[src/rtl/pipe_stage_elastic.sv]
// Elastic pipeline register built from depth chained two-entry skid stages.
// Latency is depth cycles and throughput is one word per cycle. in_ready and out_valid are registered, and a stalled head backs up through the skid slots.
module pipe_stage_elastic #(
  parameter int data_size = 16,
  parameter int size      = 3,
  parameter int vec_count = 5,
  parameter int side_size = 98,
  parameter int depth     = 2,
  localparam int vec_w    = data_size * size * vec_count,
  localparam int occ_w    = $clog2(2 * depth + 1)
) (
  input  logic                 clk,
  input  logic                 rst_n,
  input  logic                 flush,
  input  logic [vec_w-1:0]     vec_in,
  input  logic [side_size-1:0] side_in,
  input  logic                 in_valid,
  output logic                 in_ready,
  output logic [vec_w-1:0]     vec_out,
  output logic [side_size-1:0] side_out,
  output logic                 out_valid,
  input  logic                 out_ready,
  output logic [occ_w-1:0]     occupancy,
  output logic [15:0]          stall_count
);
  localparam int pw = vec_w + side_size;

  logic [depth-1:0] m_vld;
  logic [depth-1:0] s_vld;
  logic [depth-1:0] m_vld_nxt;
  logic [depth-1:0] s_vld_nxt;
  logic [pw-1:0]    m_dat [depth];
  logic [occ_w-1:0] occ_nxt;

  for (genvar k = 0; k < depth; k++) begin : g_stage
    logic          up_vld;
    logic          dn_rdy;
    logic          up_fire;
    logic          dn_free;
    logic [pw-1:0] up_dat;
    logic [pw-1:0] m_q;
    logic [pw-1:0] s_q;
    logic          m_v;
    logic          s_v;
    logic          m_v_d;
    logic          s_v_d;

    if (k == 0) begin : g_in
      assign up_vld = in_valid;
      assign up_dat = {vec_in, side_in};
    end else begin : g_chain
      assign up_vld = m_vld[k-1];
      assign up_dat = m_dat[k-1];
    end

    if (k == depth - 1) begin : g_out
      assign dn_rdy = out_ready;
    end else begin : g_link
      assign dn_rdy = ~s_vld[k+1];
    end

    assign up_fire = up_vld & ~s_v;
    assign dn_free = ~m_v | dn_rdy;

    always_comb begin
      m_v_d = m_v;
      s_v_d = s_v;
      if (flush) begin
        m_v_d = 1'b0;
        s_v_d = 1'b0;
      end else if (dn_free) begin
        // A full skid implies m is valid, so m stays valid while it is refilled
        if (s_v) s_v_d = 1'b0;
        else     m_v_d = up_fire;
      end else if (up_fire) begin
        s_v_d = 1'b1;
      end
    end

    always_ff @(posedge clk or negedge rst_n) begin
      if (!rst_n) begin
        m_v <= 1'b0;
        s_v <= 1'b0;
        m_q <= '0;
        s_q <= '0;
      end else begin
        m_v <= m_v_d;
        s_v <= s_v_d;
        if (!flush && dn_free) begin
          if (s_v)          m_q <= s_q;
          else if (up_fire) m_q <= up_dat;
        end
        if (!flush && !dn_free && up_fire) s_q <= up_dat;
      end
    end

    assign m_vld[k]     = m_v;
    assign s_vld[k]     = s_v;
    assign m_vld_nxt[k] = m_v_d;
    assign s_vld_nxt[k] = s_v_d;
    assign m_dat[k]     = m_q;
  end

  // Counting next-state bits keeps the registered occupancy aligned with the current contents
  always_comb begin
    occ_nxt = '0;
    for (int k = 0; k < depth; k++) begin
      occ_nxt = occ_nxt + occ_w'(m_vld_nxt[k]) + occ_w'(s_vld_nxt[k]);
    end
  end

  always_ff @(posedge clk or negedge rst_n) begin
    if (!rst_n) begin
      occupancy   <= '0;
      stall_count <= '0;
    end else begin
      occupancy <= occ_nxt;
      if (out_valid && !out_ready && stall_count != 16'hFFFF) begin
        stall_count <= stall_count + 16'd1;
      end
    end
  end

  assign in_ready            = ~s_vld[0];
  assign out_valid           = m_vld[depth-1];
  assign {vec_out, side_out} = m_dat[depth-1];

endmodule

[config.mk]
export PLATFORM = sky130hd
export DESIGN_NAME = pipe_stage_elastic
export DESIGN_NICKNAME = d
export VERILOG_FILES = /design/src/rtl/pipe_stage_elastic.sv
export SDC_FILE = /design/constraint.sdc
export NUM_CORES = 2
export LEC_CHECK = 0
export ABC_AREA = 1
export ABC_CLOCK_PERIOD_IN_PS = 5430
export CELL_PAD_IN_SITES_DETAIL_PLACEMENT = 1
export CELL_PAD_IN_SITES_GLOBAL_PLACEMENT = 1
export CORE_AREA = 10 10 368 370
export DETAILED_ROUTE_END_ITERATION = 8
export DIE_AREA = 0 0 378 380
export GPL_ROUTABILITY_DRIVEN = 0
export PLACE_DENSITY_LB_ADDON = 0.1
export SYNTH_ARGS = -nofsm -noshare
export SYNTH_HDL_FRONTEND = slang
export SYNTH_SLANG_ARGS = --single-unit
[constraint.sdc]
create_clock -name clk -period 5.43 [get_ports clk]
set_clock_uncertainty 0.05 [all_clocks]
set_input_delay 1.086 -clock clk [delete_from_list [all_inputs] [get_ports clk]]
set_output_delay 1.086 -clock clk [all_outputs]
set_load 0.02 [all_outputs]
======== Yosys cells after proc, flatten, opt, wreduce, memory -nomap -nowiden ========
Index checks and enable logic that the tools add are counted.
word-level totals
  register bits after elaboration ......... 1375
  bits in latches ......................... 0
  bits in writable memories ............... 0
  bits in read-only memories .............. 0
  bits of input ports ..................... 343
  memories ................................ 0
cells by class
  add/subtract/negate cells ............... 4
  $mul .................................... 0
  div/mod/pow operators ................... 0
  $lt $le $gt $ge ......................... 0
  eq/ne operators ......................... 1
  shift operators ......................... 0
  multiplexer cells ....................... 16
  bitwise operators ....................... 8
  reduce and logical (&&, ||, !) cells .... 16
operator list
  operator                                                         number
  338-bit two-way mux                                              4
  16-bit by 1-bit adder with 16-bit output, second input constant  1
  16-bit != test, second input constant                            1
  1-bit two-way mux                                                12
  1-bit logical AND                                                8
  1-bit zero test                                                  4
  1-bit NOT                                                        4
  2-bit AND reduction                                              2
  2-bit nonzero test                                               2
  2-bit by 1-bit adder with 3-bit output                           1
  3-bit by 1-bit adder with 3-bit output                           1
  1-bit by 1-bit adder with 2-bit output                           1
  1-bit AND                                                        2
  1-bit OR                                                         2

======== Logic depth before layout (Yosys ltp) ========
  word-level depth ........................ 8
  gate-level depth with buffers ........... 9
  mapped depth without buffers ............ 9

======== Worst setup path before layout ========
Ideal clock, no wire load.
  kind .................................... in2reg
  from .................................... input port in_valid
  to ...................................... register occupancy[1]
  setup time .............................. 0.126 ns
  arrival ................................. 2.434 ns
  data required time ...................... 5.254 ns
  setup slack ............................. 2.820 ns
  stages on the path ...................... 7
  path buffers ............................ 0
  path through ............................ inv_1 nor2_1 a21oi_1 a21oi_1 fa_1 ha_1 ha_1
between the ends
  cells in the longest elaborated chain, start to end .. 7
  elaborated cells between the ends (all ways) .. 10
ends and longest elaborated chain
  item                                    line  RTL
  from (decl)                             17    input logic in_valid,
  1-bit AND                               62    assign up_fire = up_vld & ~s_v;
  1-bit two-way mux                       73    if (s_v) s_v_d = 1'b0;
  1-bit two-way mux                       71    end else if (dn_free) begin
  1-bit two-way mux                       68    if (flush) begin
  net g_stage[0].m_v_d                    45    logic m_v_d;
  1-bit by 1-bit adder with 2-bit output  108   occ_nxt = occ_nxt + occ_w'(m_vld_nxt[k]) + occ_w'(s_vld_nxt[k]);
  2-bit by 1-bit adder with 3-bit output  108
  3-bit by 1-bit adder with 3-bit output  108
  net occ_nxt[1]                          33    logic [occ_w-1:0] occ_nxt;
  to (signal assigned)                    117   occupancy <= occ_nxt;
  to (decl)                               23    output logic [occ_w-1:0] occupancy,
The timed path passes the listed nets, and every way through them passes these cells.
A chain may end at the register's enable or synchronous reset.

======== Final worst setup path ========
  from .................................... register g_stage[0].s_v
  to ...................................... output port in_ready
between the ends
  cells in the longest elaborated chain, start to end .. 1
ends and longest elaborated chain
  item                    line  RTL
  from (decl)             44    logic s_v;
  from (signal assigned)  88    s_v <= s_v_d;
  1-bit NOT               124   assign in_ready = ~s_vld[0];
  to (decl)               18    output logic in_ready,
Every way passes these cells.

==> results.yml <==
synthesis:
  synth_warnings: 0
  ys_seq_elements: 1375
  yosysUniqueCellTypes: 27
  syn_nets: 7071
  netlist_instances: 6724
  synth.avg_cell_area_um2: 8.689
  seq_area_frac_synth_pct: 58.89
  syn-cell-area_mm2: 0.05842
die:
  die_area_mm2: 0.1436
  chipWidth_um: 378
  dieHeight_um: 380
  core_mm2: 0.1285
  start_util_pct: 45.47
  ios: 702
  num_rows: 132
sta:
  tightestPinTransition_ns: 1.206
  maxSlewHeadroom_pct: 19.57
  fmax_mhz: 270.4
  hold_viol: 0
  tns_ns: 0
  holdWs_ns: 0.2495
  layout_min_cycle_time_ns: 3.698
  rsz0062_at_grt: "false"
  finalSetupViolCount: 0
  fin_crit_sh_pct: 68.10
  slew_violations: 0
clock_network:
  cts.clk_slew.worst_paths_ns: 0.06
  holdBufCountCts: 0
  cts_buffers: 152
  tritoncts: "built"
  cts-root-buf: "clkbuf_16"
  clkLatencyLatePin_ns: 0.77
  clockBufferDepth: 3
  postCtsSetupRepairBufs: 0
  h-tree-depth: 4
  ctsResizeCount: 0
  cts_sinks: 1375
layout:
  final_layout_size_suffix_gt1_share_pct: 4.002
  final_util_pct: 55.53
  fin_nets: 7534
  syn2layout_area_growth_pct: 22.13
  fillers: 14746
global_route:
  grt_usage_pct: 24.95
  grt-ovfl-total: 0
  grt_max_degree: 229
  grt_first_pass_wirelength_um: 286600
  grt_pass1_vias: 50186
  antenna_found_initial: 9
setup_path:
  worstSetupEndpointType: "output pin"
  cp-endpoint: "in_ready"
  criticalPathCategory: "flop to output pin"
  cpMaxStageDelayCell: "clkdlybuf4s50_1"
  path_cells: "inv_8 -> clkdlybuf4s50_1"
  cp_num_buf_inv: 2
  path_depth: 2
  cp.arrival_ns: 2.56
  crit_fanout: 99
  crit_start: "g_stage[0].s_v"
  max_stage_delay_ns: 0.73
  crit_family: "buffers and inverters"
  r2r_start: "g_stage[1].s_v"
  r2r_slack_ns: 2.29
  ff2ff_path_depth: 4
  worstSetupStartpointType: "flop"
  reg2reg_to: "g_stage[0].s_q[64]"
  critical_path_required_ns: 4.29
route:
  drtIter0Drc: 3215
  wl_per_cell_um: 20.08
  remaining_drc_errors: 0
  via_count: 47448
  viasPerCell: 5.287
  drt_first_pass_iters: 7
  ant_nets: 0
  wirelength_um: 180200
place:
  dp_hpwl_um: 116300
  io_buffers: 701
power:
  peakVddDrop_mv: 0.3134
  leakagePower_uw: 0.03355
  p_per_area_mw_per_mm2: 386.0
status:
  outcome: "finished, final reports clean"
hold_path:
  hp-class: "primary input to asynchronous set/reset pin"
flow_run:
  drv_cap: 0
[registers in the layout, summed over array words and instances (netlist names)]
register / count
g_stage.m_q: 676
g_stage.s_q: 676
stall_count: 16
occupancy: 3
g_stage.s_v: 2
g_stage.m_v: 1
out_valid: 1
[routing by layer]
| layer | GRT usage [%] | part of all wire, % | wire length [µm] |
|---|---|---|---|
| met1 | 32.42 | 43 | 76970 |
| met2 | 40.71 | 48 | 85840 |
| met3 | 5.332 | 5.6 | 10170 |
| met4 | 9.546 | 4.0 | 7119 |
| met5 | 0 | 0.040 | 72 |
[logic make-up (layout without fill, tap and decap cells)]
| logic type | count (synthesis) | count (layout) | share of synthesized area [%] |
|---|---|---|---|
| other cells | 0 | 2 | 0 |
| flops | 1375 | 1375 | 58.89 |
| fa+ha+maj | 4 | 4 | 0.09852 |
| xor+xnor | 4 | 4 | 0.05997 |
| buf+inv | 1488 | 2061 | 10.22 |
| compound gates | 2041 | 2041 | 18.95 |
| simple gates | 1812 | 1812 | 11.78 |
[layout make-up]
type / count / area (µm²) / share of cell area [%]
repair buffers: 758 / 7913 / 11.09
clock buffers: 222 / 4432 / 6.211
clock inverters: 42 / 534.3 / 0.7488
inverters: 1039 / 3908 / 5.476
diodes: 2 / 5.005 / 0.007014
multi-input cells: 3861 / 18050 / 25.30
well taps: 1675 / 2096 / 2.937
flip-flops and latches: 1375 / 34410 / 48.23
[through the flow]
stage	power, µW	area, µm²	instances	setup WS, ns
6_report	27540	71350	8974	1.732
5_1_grt	28890	71350	8972	1.617
4_1_cts	27860	71350	8972	1.708
3_5_place_dp	17330	66380	8708	1.703
3_3_place_gp	17130	66380	8708	1.807
2_1_floorplan	14650	58420	6724	2.820
[Yosys cell counts]
cell type	instances	area, µm²
o21ai_1	81	405.4
inv_1	1038	3896
nor3_1	1	5.000
buf_4	40	300.3
xnor2_1	3	26.28
nor2_4	1	11.26
buf_2	181	905.9
a21oi_1	4	20.02
buf_6	1	11.26
o21ai_0	1617	8093
nor3_4	1	16.27
nand2_1	1761	6610
nor2_1	27	101.4
xor2_1	1	8.760
nand4_4	1	21.27
ha_1	3	37.54
o211ai_1	338	2537
fa_1	1	20.02
a21oi_4	1	16.27
nand4_1	4	25.02
nand3_2	1	10.01
nand3b_1	3	22.52
nand3_1	12	60.06
inv_2	1	3.750
buf_1	16	60.06
clkbuf_1	211	792.0
dfrtp_1	1375	34410
[power by group]
part / internal (µW) / total [µW] / switching, µW
clock network: 6200 / 10400 / 4200
logic: 1900 / 4600 / 2700
registers: 11700 / 12500 / 891
total: 19800 / 27500 / 7790
[worst min path at each step]
stage | startpoint | endpoint | slack (ns) | cells past startpoint
after global placement | g_stage[1].s_q[213] | g_stage[1].s_q[213] | 0.42 | 2
after floorplan | g_stage[1].s_q[0] | g_stage[1].s_q[0] | 0.40 | 2
after CTS | rst_n | g_stage[1].m_q[169] | 0.24 | 1
final | rst_n | g_stage[1].m_q[169] | 0.25 | 1
after detailed placement | g_stage[1].s_q[224] | g_stage[1].s_q[224] | 0.42 | 2
after global routing | rst_n | g_stage[1].m_q[165] | 0.26 | 1
[placed cells by master (no fill, tap or decap), types with 4 or more instances in the layout]
cell type / synthesis / layout
clkbuf_1: 211 / 38
a21oi_1: 4 / 4
clkinv_2: 0 / 25
inv_1: 1038 / 1037
nand4_1: 4 / 4
clkbuf_8: 0 / 28
o21ai_0: 1617 / 1617
nor2_1: 27 / 27
bufinv_16: 0 / 12
buf_12: 0 / 36
dfrtp_1: 1375 / 1374
nand2_1: 1761 / 1761
nand3_1: 12 / 12
buf_4: 40 / 21
clkbuf_16: 0 / 156
o21ai_1: 81 / 81
o211ai_1: 338 / 338
clkdlybuf4s50_1: 0 / 700
No activity file was read; power rests on OpenSTA's default activity.
